<file path="src/rtl/tiny_cpu_pkg.sv">
// Shared definitions for the TinyCpu program sequencer.
// Contents: word/field widths, the default idle instruction word, the
// sequencer state enum and helpers that split a program word into its
// data and opcode fields ({data[7:0], opcode[3:0]}).
package tiny_cpu_pkg;

    localparam int DATA_W = 8;
    localparam int OP_W   = 4;
    localparam int WORD_W = DATA_W + OP_W;
    localparam int ADDR_W = 4;
    localparam int DEPTH  = 1 << ADDR_W;

    localparam logic [WORD_W-1:0] IDLE_WORD_DEFAULT = 12'h000;

    typedef enum logic [1:0] {
        ST_IDLE  = 2'd0,
        ST_RUN   = 2'd1,
        ST_DRAIN = 2'd2
    } state_t;

    function automatic logic [DATA_W-1:0] word_data(input logic [WORD_W-1:0] w);
        return w[WORD_W-1:OP_W];
    endfunction

    function automatic logic [OP_W-1:0] word_opcode(input logic [WORD_W-1:0] w);
        return w[OP_W-1:0];
    endfunction

endpackage

</file>
<file path="src/rtl/tiny_prog_mem.sv">
// 16 x 12 program store for the sequencer.
// Synchronous write, asynchronous (combinational) read, and an
// asynchronous active-low reset that returns every word to reset_word.
// Ports:
//   clk, clear_n        clock and async active-low reset
//   wr_en/wr_addr/wr_data  write port, lands on the rising edge
//   rd_addr/rd_data     combinational read port
module tiny_prog_mem
    import tiny_cpu_pkg::*;
#(
    parameter logic [WORD_W-1:0] RESET_WORD = IDLE_WORD_DEFAULT
) (
    input  logic              clk,
    input  logic              clear_n,
    input  logic              wr_en,
    input  logic [ADDR_W-1:0] wr_addr,
    input  logic [WORD_W-1:0] wr_data,
    input  logic [ADDR_W-1:0] rd_addr,
    output logic [WORD_W-1:0] rd_data
);

    logic [WORD_W-1:0] mem [DEPTH];

    always_ff @(posedge clk or negedge clear_n) begin
        if (!clear_n) begin
            for (int i = 0; i < DEPTH; i++) begin
                mem[i] <= RESET_WORD;
            end
        end else if (wr_en) begin
            mem[wr_addr] <= wr_data;
        end
    end

    assign rd_data = mem[rd_addr];

endmodule

</file>
<file path="src/rtl/tiny_cpu_sequencer.sv">
// Program sequencer in front of the TinyCpu core.
// Holds a 16-word program, issues words 0..Length one per clock while
// running, waits RESULT_LAT cycles after the last word for the CPU to
// settle, then captures Result into FinalResult and pulses Done.
// Ports:
//   Clk, Clear_n              clock, async active-low reset
//   WrEn, WrAddr, WrData      program load port (honoured only in IDLE)
//   Length                    address of the last program word
//   Start, Pause              run control
//   Result                    CPU result register
//   Instr, InstrValid, Pc     registered instruction stream to the CPU
//   Busy, Done, FinalResult   status and captured result
//
// Control handshake: Start is a level sampled only while idle (Busy=0);
// a sampled Start is accepted on that edge and Busy rises with the first
// word. Done is a single-cycle pulse coinciding with Busy falling and the
// FinalResult update; Start may already be high in that same cycle.
module tiny_cpu_sequencer
    import tiny_cpu_pkg::*;
#(
    parameter logic [WORD_W-1:0] IDLE_WORD  = IDLE_WORD_DEFAULT,
    parameter int                RESULT_LAT = 2
) (
    input  logic              Clk,
    input  logic              Clear_n,
    input  logic              WrEn,
    input  logic [ADDR_W-1:0] WrAddr,
    input  logic [WORD_W-1:0] WrData,
    input  logic [ADDR_W-1:0] Length,
    input  logic              Start,
    input  logic              Pause,
    input  logic [DATA_W-1:0] Result,
    output logic [WORD_W-1:0] Instr,
    output logic              InstrValid,
    output logic [ADDR_W-1:0] Pc,
    output logic              Busy,
    output logic              Done,
    output logic [DATA_W-1:0] FinalResult
);

    // The drain counter holds the number of edges still to go before the
    // capture edge. The edge that retires the last word is itself one of
    // the RESULT_LAT edges, so DRAIN is loaded with RESULT_LAT-1 and fires
    // at 1; RESULT_LAT=1 captures directly on that retiring edge.
    localparam logic [2:0] DRAIN_LOAD = 3'(RESULT_LAT - 1);

    state_t            state_q, state_d;
    logic [2:0]        cnt_q, cnt_d;
    logic [WORD_W-1:0] instr_d;
    logic              valid_d;
    logic [ADDR_W-1:0] pc_d;
    logic              done_d;
    logic [DATA_W-1:0] final_d;

    logic              mem_we;
    logic [ADDR_W-1:0] rd_addr;
    logic [WORD_W-1:0] rd_data;
    logic [WORD_W-1:0] issue_word;

    // Program writes are only honoured while idle.
    assign mem_we  = WrEn && (state_q == ST_IDLE);
    // Idle: next word is word 0. Running: next word is Pc+1.
    assign rd_addr = (state_q == ST_IDLE) ? '0 : Pc + ADDR_W'(1);
    // Write-through bypass so a write coincident with Start is seen by the
    // word issued on that same edge.
    assign issue_word = (mem_we && (WrAddr == rd_addr)) ? WrData : rd_data;

    tiny_prog_mem #(
        .RESET_WORD (IDLE_WORD)
    ) u_mem (
        .clk     (Clk),
        .clear_n (Clear_n),
        .wr_en   (mem_we),
        .wr_addr (WrAddr),
        .wr_data (WrData),
        .rd_addr (rd_addr),
        .rd_data (rd_data)
    );

    always_comb begin
        state_d = state_q;
        cnt_d   = cnt_q;
        instr_d = IDLE_WORD;
        valid_d = 1'b0;
        pc_d    = Pc;
        done_d  = 1'b0;
        final_d = FinalResult;

        case (state_q)
            ST_IDLE: begin
                if (Start) begin
                    state_d = ST_RUN;
                    instr_d = issue_word;
                    valid_d = 1'b1;
                    pc_d    = '0;
                end
            end
            ST_RUN: begin
                if (Pause) begin
                    // Hold Pc; the idle word goes out this cycle.
                end else if (Pc >= Length) begin
                    if (RESULT_LAT == 1) begin
                        final_d = Result;
                        done_d  = 1'b1;
                        state_d = ST_IDLE;
                    end else begin
                        state_d = ST_DRAIN;
                        cnt_d   = DRAIN_LOAD;
                    end
                end else begin
                    pc_d    = Pc + ADDR_W'(1);
                    instr_d = issue_word;
                    valid_d = 1'b1;
                end
            end
            ST_DRAIN: begin
                if (cnt_q == 3'd1) begin
                    final_d = Result;
                    done_d  = 1'b1;
                    state_d = ST_IDLE;
                end else begin
                    cnt_d = cnt_q - 3'd1;
                end
            end
            default: begin
                state_d = ST_IDLE;
            end
        endcase
    end

    always_ff @(posedge Clk or negedge Clear_n) begin
        if (!Clear_n) begin
            state_q     <= ST_IDLE;
            cnt_q       <= '0;
            Instr       <= IDLE_WORD;
            InstrValid  <= 1'b0;
            Pc          <= '0;
            Busy        <= 1'b0;
            Done        <= 1'b0;
            FinalResult <= '0;
        end else begin
            state_q     <= state_d;
            cnt_q       <= cnt_d;
            Instr       <= instr_d;
            InstrValid  <= valid_d;
            Pc          <= pc_d;
            Busy        <= (state_d != ST_IDLE);
            Done        <= done_d;
            FinalResult <= final_d;
        end
    end

endmodule

</file>
<file path="config.mk">
export PLATFORM = sky130hd
export DESIGN_NAME = tiny_cpu_sequencer
export DESIGN_NICKNAME = d
export VERILOG_FILES = /design/src/rtl/tiny_cpu_pkg.sv /design/src/rtl/tiny_prog_mem.sv /design/src/rtl/tiny_cpu_sequencer.sv
export SDC_FILE = /design/constraint.sdc
export NUM_CORES = 1
export LEC_CHECK = 0
export CORE_UTILIZATION = 30
export CTS_CLUSTER_DIAMETER = 120
export DETAILED_ROUTE_END_ITERATION = 6
export DONT_BUFFER_PORTS = 1
export GPL_ROUTABILITY_DRIVEN = 1
export GPL_TIMING_DRIVEN = 0
export PLACE_DENSITY = 0.47
export SYNTH_ARGS = -nofsm -noshare
export SYNTH_HDL_FRONTEND = slang
export SYNTH_SLANG_ARGS = --single-unit
</file>
<file path="constraint.sdc">
create_clock -name Clk -period 3.7 [get_ports Clk]
set_input_delay 0.74 -clock Clk [delete_from_list [all_inputs] [get_ports Clk]]
set_output_delay 0.74 -clock Clk [all_outputs]
set_load 0.05 [all_outputs]
</file>
==> run metrics <==
layout overhead on the synthesized area=13.82%; max-slew violation count=0; commonest non-fill, non-tap cell in the layout=dfrtp_1; Core Footprint=34880 sq um; Slew @ Worst Pin=780.9 ps; Psw=4.196 mW; post-synthesis mux area share=23.43%; CTS Buf Count=26; Setup violations, final=0; DRT iter0 DRCs=552; outcome=complete, but fails checks; Placer Congestion=0.8159; die width=191.3 um; Worst setup EP type=flop; largest family of logic cells by synthesized area=multiplexers; GRT overflow=0; number of global-route vias before repair=7676; IO buf count=0; post-synthesis compound-gate area fraction=10.92%; Clk pwr share=25.3%; crit-path max FO=10; final std cells w/o fill=1426; Remaining DRCs=0; Reg clk slew, reported paths=60 ps; Setup Skew=12.56 ps; Die ar.=36590 sq um; first-pass GRT wire length=48600 um; Max Root-Sink Buffers=3; Fmax=284.2 MHz; sw frac=38.97%; P_int=6.571 mW; P_leak=5.623 nW; H-tree depth=1; synthesized flop and latch total=224; CTS root buf=clkbuf_16; CP Launch Type=flop; simple-gate share of the synthesized area=7.880%; total number of vias=7604; Via-to-Cell Ratio=5.332; Ant. Diodes=0; Post-DP HPWL=22530 um; Synth Area per Inst=11.63 sq um; combinational share of power=37.3%; row cnt=68; Final Routed Wirelength=31660 um; GRT Total Usage=17.73%; Post-Syn Nets=964; DR pass1 iterations=5; CP Class=reg2reg; postcts setup bufs=0; largest net degree at the start of global routing=225; worst skew pair latency=530 ps; post-synthesis sequential area ratio=52.15%; CTS tree=done; xor and xnor fraction of the mapped netlist area=0.2444%; Yosys cell types=48; crit path DAT=3970 ps; Worst EP required=4150 ps; fin crit period=3519 ps; Rel. slew slack=47.94%; post-synthesis adder-cell area fraction=0.8148%; synthesized instance count=924; Final ANT Viol Nets=0; part of the power in registers=37.3%; WHS=-81.31 ps; Initial Util=30.81%; Avg WL per Cell=22.20 um; share of cells above drive strength 1=29.04%; placed cell count=1379; Peak VDD IR=0.4673 mV; max-cap violations=0; hold crit path type=in2async; final hold vios=94; Cell Pwr Density=880.1 nW/um^2; nets=992; PnR Total Power=10.77 mW; initial antenna violation count=2; Ports=60; period utilization=95.11%; die height=191.3 um; failing checks=negative hold slack; Setup TNS=0 ps; Mapped Area=10750 sq um; CTS sink cnt=224; commonest non-fill, non-tap cells in the layout=dfrtp_1, mux2_2, nand2_1, o21ai_0, mux2i_1; RSZ-0062 raised after global routing=no; Syn. warnings=0
synthesized netlist by cell type, drive strengths merged:
cell type  count  area (sq um)
a2111oi       12         105.1
a211o          1         10.01
a211oi         1         7.510
a21o           2         15.01
a21oi         25         125.1
a221oi         1         8.760
a22o          13         125.1
a22oi         23         172.7
a2bb2oi       12         105.1
a311o          1         10.01
a31oi          1         6.260
and2b          1         8.760
buf           42         234.0
clkbuf        35         132.6
clkinv         1         3.750
dfrtp        224          5605
ha             7         87.58
inv           32         120.1
mux2         181          2038
mux2i         48         480.5
nand2         53         198.9
nand2b         6         37.54
nand3          5         25.02
nand4         22         137.6
nor2          48         182.7
nor2b          3         18.77
nor3          37         201.5
o211ai        24         180.2
o21ai         51         255.2
o22ai          1         6.260
o2bb2ai        1         8.760
o32a           2         32.53
or2            2         12.52
or3            3         23.77
xnor2          1         8.760
xor2           2         17.52
stage by stage:
stage | worst slack [ps] | utilization, % | cell area (sq um)
3_5_place_dp | -44.47 | 32.45 | 11320
6_report | 181.0 | 35.07 | 12230
5_1_grt | 3.161 | 35.07 | 12230
2_1_floorplan | 741.3 | - | 10750
4_1_cts | 98.41 | 35.07 | 12230
3_3_place_gp | -15.41 | 32.45 | 11320
area by class of cell:
type	instances	area (sq um)
clock buffer	38	787.0
buffer	77	367.9
inverter	33	123.9
multi-input combinational	590	4653
fill	3511	22650
tap	455	569.3
clock inverter	9	126.4
sequential	224	5607
sequential cells by signal, indices dropped and copies added, names as in the netlist:
signal and flops:
Instr 12, u_mem.mem 192, cnt_q 3, InstrValid 1, Pc 4, state_q 2
Busy 1, FinalResult 8, Done 1
power groups by stage:
stage / clock, mW / sequential, mW / combinational (mW)
after CTS: 2.79 / 4.02 / 3.99
after floorplan: 0 / 3.94 / 2.85
after global placement: 0 / 4.05 / 3.94
final: 2.73 / 4.02 / 4.02
after detailed placement: 0 / 4.06 / 3.97
after global routing: 2.89 / 4.12 / 4.38
kinds of logic after synthesis:
kind of cell / after synthesis
AO/OA/AOI/OAI: 171
XOR/XNOR: 3
adder cells (fa/ha/maj): 7
buffers and inverters: 110
flip-flops: 224
multiplexers: 229
AND/OR/NAND/NOR: 180
per-layer routing:
layer | track usage [%] | wire [um] | vias to the layer above
met4 | 5.037 | 967 | 0
li1 | - | - | 3390
met5 | 0 | 0 | -
met2 | 27.33 | 14000 | 193
met3 | 2.644 | 1315 | 54
met1 | 25.63 | 15370 | 3967
worst max-delay path: stages (launching register included):
cell      delay, ps
dfrtp_2         540
buf_2           220
clkinv_1        340
clkbuf_2        350
ha_1            320
nand2b_1        170
a21o_1          200
a21o_1          220
o32a_4          420
nor2_1          210
buf_4           240
a22o_2          210
final timing paths:
path / startpoint / to / slack [ps] / cells after the start
max in group asynchronous: Clear_n / Pc[0] / 3160 / 0
max reg2reg: Pc[0] / Instr[10] / 180 / 11
min in group Clk: WrData[1] / u_mem.mem[61] / 360 / 1
min: Clear_n / u_mem.mem[119] / -80 / 0
min reg2reg: u_mem.mem[144] / u_mem.mem[144] / 500 / 1
max: Pc[0] / Instr[10] / 180 / 11
timing repair:
| action | 4_1_cts | 5_1_grt |
|---|---|---|
| pin swaps | 0 | 0 |
| endpoints found under the hold margin | 224 | 224 |
| setup endpoints to repair | 10 | 10 |
| resized for setup | 1 | 2 |
Power figures use the tool's default switching activity.
